## src/rtl/sqrt_seq.sv

```systemverilog
// Sequential restoring integer square root. Produces one root bit per enabled
// clock edge and returns floor(sqrt(dt)) with the remainder dt - root^2.
module sqrt_seq #(
    parameter int WIDTH = 16
) (
    input  logic               clk_i,
    input  logic               rst_i,
    input  logic               enb_i,
    input  logic               start_i,
    input  logic [WIDTH-1:0]   dt_i,
    output logic               busy_o,
    output logic               valid_o,
    output logic [WIDTH/2-1:0] root_o,
    output logic [WIDTH/2:0]   rem_o
);
    localparam int N  = WIDTH / 2;
    localparam int CW = (N > 1) ? $clog2(N) : 1;

    localparam logic [1:0] IDLE = 2'd0;
    localparam logic [1:0] CALC = 2'd1;
    localparam logic [1:0] DONE = 2'd2;

    logic [1:0]       state_q, state_d;
    logic [CW-1:0]    cnt_q, cnt_d;
    logic [WIDTH-1:0] sh_q, sh_d;
    logic [N+1:0]     rem_q, rem_d;
    logic [N-1:0]     root_q, root_d;
    logic [N-1:0]     root_o_q, root_o_d;
    logic [N:0]       rem_o_q, rem_o_d;

    logic [N+1:0]     rem_sh;
    logic [N+1:0]     trial;
    logic             fits;

    // Partial remainder never exceeds 2*root, so N+2 bits hold the shifted value exactly.
    always_comb begin
        rem_sh = (rem_q << 2) | {{N{1'b0}}, sh_q[WIDTH-1 -: 2]};
        trial  = {root_q, 2'b01};
        fits   = (rem_sh >= trial);
    end

    always_comb begin
        state_d  = state_q;
        cnt_d    = cnt_q;
        sh_d     = sh_q;
        rem_d    = rem_q;
        root_d   = root_q;
        root_o_d = root_o_q;
        rem_o_d  = rem_o_q;
        case (state_q)
            IDLE: begin
                if (start_i) begin
                    sh_d    = dt_i;
                    rem_d   = '0;
                    root_d  = '0;
                    cnt_d   = CW'(N - 1);
                    state_d = CALC;
                end
            end
            CALC: begin
                sh_d  = sh_q << 2;
                cnt_d = cnt_q - CW'(1);
                if (fits) begin
                    rem_d  = rem_sh - trial;
                    root_d = {root_q[N-2:0], 1'b1};
                end else begin
                    rem_d  = rem_sh;
                    root_d = {root_q[N-2:0], 1'b0};
                end
                if (cnt_q == '0) begin
                    state_d  = DONE;
                    root_o_d = root_d;
                    rem_o_d  = rem_d[N:0];
                end
            end
            DONE: state_d = IDLE;
            default: state_d = IDLE;
        endcase
    end

    always_ff @(posedge clk_i) begin
        if (rst_i) begin
            state_q  <= IDLE;
            cnt_q    <= '0;
            sh_q     <= '0;
            rem_q    <= '0;
            root_q   <= '0;
            root_o_q <= '0;
            rem_o_q  <= '0;
        end else if (enb_i) begin
            state_q  <= state_d;
            cnt_q    <= cnt_d;
            sh_q     <= sh_d;
            rem_q    <= rem_d;
            root_q   <= root_d;
            root_o_q <= root_o_d;
            rem_o_q  <= rem_o_d;
        end
    end

    assign busy_o  = (state_q != IDLE);
    assign valid_o = (state_q == DONE);
    assign root_o  = root_o_q;
    assign rem_o   = rem_o_q;

endmodule

```

## config.mk

```make
export PLATFORM = sky130hd
export DESIGN_NAME = sqrt_seq
export DESIGN_NICKNAME = d
export VERILOG_FILES = /design/src/rtl/sqrt_seq.sv
export SDC_FILE = /design/constraint.sdc
export NUM_CORES = 1
export LEC_CHECK = 0
export BUFFER_PORTS_ARGS = -buffer_cell sky130_fd_sc_hd__clkbuf_2
export CORE_MARGIN = 3
export CORE_UTILIZATION = 34
export DETAILED_ROUTE_END_ITERATION = 12
export GPL_ROUTABILITY_DRIVEN = 1
export PLACE_DENSITY = 0.64
export SLEW_MARGIN = 40
export SYNTH_ARGS = -nofsm -noshare
export SYNTH_HDL_FRONTEND = slang
export SYNTH_SLANG_ARGS = --single-unit
```

## constraint.sdc

```tcl
create_clock -name clk_i -period 1.86 [get_ports clk_i]
set_clock_uncertainty 0.05 [all_clocks]
set_input_delay 0.372 -clock clk_i [delete_from_list [all_inputs] [get_ports clk_i]]
set_output_delay 0.372 -clock clk_i [all_outputs]
set_load 0.05 [all_outputs]
```

==> out/qor.yml <==
wl_um: 7730
first_global_vias: 2570
synth_top_cells_by_count: "dfxtp_1 (54), nor2_1 (38), nand2_1 (30)"
clk_latency_ns: 0.31
powerDensity_mw_per_mm2: 885
irDropWorstVdd_mv: 0.494
slew_headroom_pct: 73.4
htreeDepth: 2
row_count: 31
clk_path_buf_depth: 2
fin_ws_ns: -0.164
worst_ep_required_time_ns: 2.02
clkSinkCount: 54
worstMarginPinSlew_ns: 0.395
seq_area_frac_synth_pct: 40.1
setup_viol: 15
grt_antenna_before_repair: 0
filler_cell_count: 716
drc_errors: 0
min_period_over_period_pct: 109
cp_max_fo: 6
ys_warn_count: 0
grt_overflow_total: 0
ant_nets: 0
synthTopCellsByArea: "dfxtp_1 (40%), ha_1 (5.6%), nor2_1 (5.3%), nand2_1 (4.2%), a21oi_1 (3.7%)"
cts_hold_buffers: 0
outcome: "finished, violations left"
gr-usage-all-layers_pct: 16.5
dominantRegCellSynth: "dfxtp_1"
reg2reg_depth: 6
dieArea_mm2: 0.00904
drtPass1Iterations: 7
rsz0062_at_grt: "true"
drv_cap: 0
place_hpwl_um: 5500
hp-start: "dt_i[5]"
place_area_mm2: 0.00341
r2r-end: "rem_o[8]$_SDFFE_PP0P_"
via_per_inst: 5.31
total_leakage_power_uw: 0.00161
hold_end: "sh_q[5]$_SDFFE_PP0P_"
numPortBuffers: 38
post_synth_num_cell_types: 46
grt_pass1_wl_um: 11900
clkSlewWorstSetupHoldPaths_ns: 0.10
final_core_util_pct: 51.7
start_util_pct: 36.0
holdCritPathClass: "input port to register"
yosysTopAreaCell: "dfxtp_1"
cts-root-buf: "clkbuf_8"
grt_max_degree: 22
synth-seq-cells: 54
n_antenna_cell: 0
drive_above_1_share_pct: 41.0
wire_per_inst_um: 15.1
whs_path_depth: 3
synth_fp_nets: 351
synth_area_per_cell_um2: 8.46
synth_most_common_cell: "dfxtp_1"
r2r_setup_slack_ns: -0.16
multiInputGateArea_mm2: 0.00176
num_vias: 2715
cp-start-kind: "register"
criticalPathCategory: "register to register"
synth-edff-count: 0
syn_inst: 319
core_area_mm2: 0.00749
hold_violations: 0
fmax_mhz: 494
r2r-start: "rem_q[1]$_SDFFE_PP0P_"
cts_tree: "yes"
dieWidth_um: 95.1
io_pins: 39
end_kind: "register"
syn_to_final_growth_pct: 43.6
ys_async_sr_fraction_pct: 0
final_cell_area_mm2: 0.00387
finalCriticalPeriod_ns: 2.02
globalplace.congestion: 0.899
fin_nets: 443
drt_iter0_drc: 160
cp.arrival_ns: 2.19
mappedNetlistArea_mm2: 0.00270
maxSlewViolCount: 0
regArea_mm2: 0.00110
violations: "setup timing"
numCtsBuffers: 5
synth_top_area_share_pct: 40.1
die_h_um: 95.1
==> logic make-up (layout without fill, tap and decap cells) <==
group | Yosys count | in the layout | share of synthesized area [%]
multiplexers | 7 | 7 | 2.64
XOR/XNOR | 5 | 5 | 1.62
AND/OR/NAND/NOR | 113 | 113 | 19.6
AO/OA/AOI/OAI | 93 | 93 | 24.9
adder cells (fa/ha/maj) | 12 | 12 | 5.57
flip-flops | 54 | 54 | 40.1
buffers and inverters | 35 | 128 | 5.66
==> final cells by class <==
cell class | count | area share, %
multi-input combinational | 230 | 45.3
sequential | 54 | 28.3
timing repair buffer | 105 | 18.6
tap | 99 | 3.20
clock buffer | 6 | 2.13
inverter | 15 | 1.45
clock inverter | 2 | 1.00
==> critical path: stages (launching register included) <==
cell      delay, ns
dfxtp_4        0.38
ha_4           0.24
o21a_1         0.19
a21boi_4       0.16
o31a_4         0.34
or3_1          0.37
a31o_1         0.21
==> flip-flops by register name, summed over array words and instances (netlist names) <==
register and cells:
cnt_q 3, rem_o 9, rem_q 8, root_o 8
root_q 8, sh_q 16, state_q 2
==> cells in the final DEF, fill, tap and decap left out, types with 8 or more instances in the layout <==
cell,count
ha_4,8
nand2_1,28
a222oi_1,9
a21oi_1,18
dfxtp_2,9
inv_1,9
dfxtp_1,44
buf_4,61
a211oi_1,8
nor2_1,36
clkbuf_2,38
a22oi_1,10
==> timing repair <==
| item | CTS | global route |
|---|---|---|
| setup buffers | 1 | 6 |
| setup endpoints to repair | 19 | 19 |
| pin swaps | 0 | 14 |
| resized for setup | 11 | 59 |
==> through the flow <==
| step | power (uW) | setup TNS, ns | cells | setup WS, ns | hold WS (ns) |
|---|---|---|---|---|---|
| 2_1_floorplan | 1890 | -0.0574 | 319 | -0.0574 | 0.382 |
| 6_report | 3430 | -0.743 | 511 | -0.164 | 0.251 |
| 4_1_cts | 3150 | -0.644 | 505 | -0.114 | 0.241 |
| 5_1_grt | 3600 | -1.77 | 511 | -0.190 | 0.258 |
| 3_3_place_gp | 2230 | -0.381 | 496 | -0.118 | 0.392 |
| 3_5_place_dp | 2240 | -1.16 | 496 | -0.135 | 0.407 |
==> routing by layer <==
layer | global-route usage [%] | part of all wire, % | wire (um)
met3 | 3.24 | 4.8 | 369
met2 | 28.9 | 52 | 4020
met4 | 4.33 | 1.3 | 99
met5 | 0 | 0 | 0
met1 | 20.7 | 42 | 3240
==> worst max-delay path by stage <==
stage / slack (ns) / end / start
finish: -0.16 / rem_o[8]$_SDFFE_PP0P_ / rem_q[1]$_SDFFE_PP0P_
global route: -0.19 / rem_o[8]$_SDFFE_PP0P_ / rem_q[1]$_SDFFE_PP0P_
CTS: -0.11 / rem_o[8]$_SDFFE_PP0P_ / rem_q[1]$_SDFFE_PP0P_
detailed placement: -0.13 / rem_q[0]$_SDFFE_PP0P_ / root_q[1]$_SDFFE_PP0P_
global placement: -0.12 / rem_q[0]$_SDFFE_PP0P_ / rem_q[1]$_SDFFE_PP0P_
floorplan: -0.06 / rem_o[8]$_SDFFE_PP0P_ / root_q[1]$_SDFFE_PP0P_
==> report_power, final <==
group / internal (uW) / total [uW] / switching, uW / leakage (uW)
sequential: 1210 / 1250 / 39.4 / 0.000444
combinational: 640 / 1330 / 693 / 0.00111
clock: 444 / 847 / 403 / 0.0000618
total: 2290 / 3430 / 1140 / 0.00161
(Power assumes the default switching activity.)
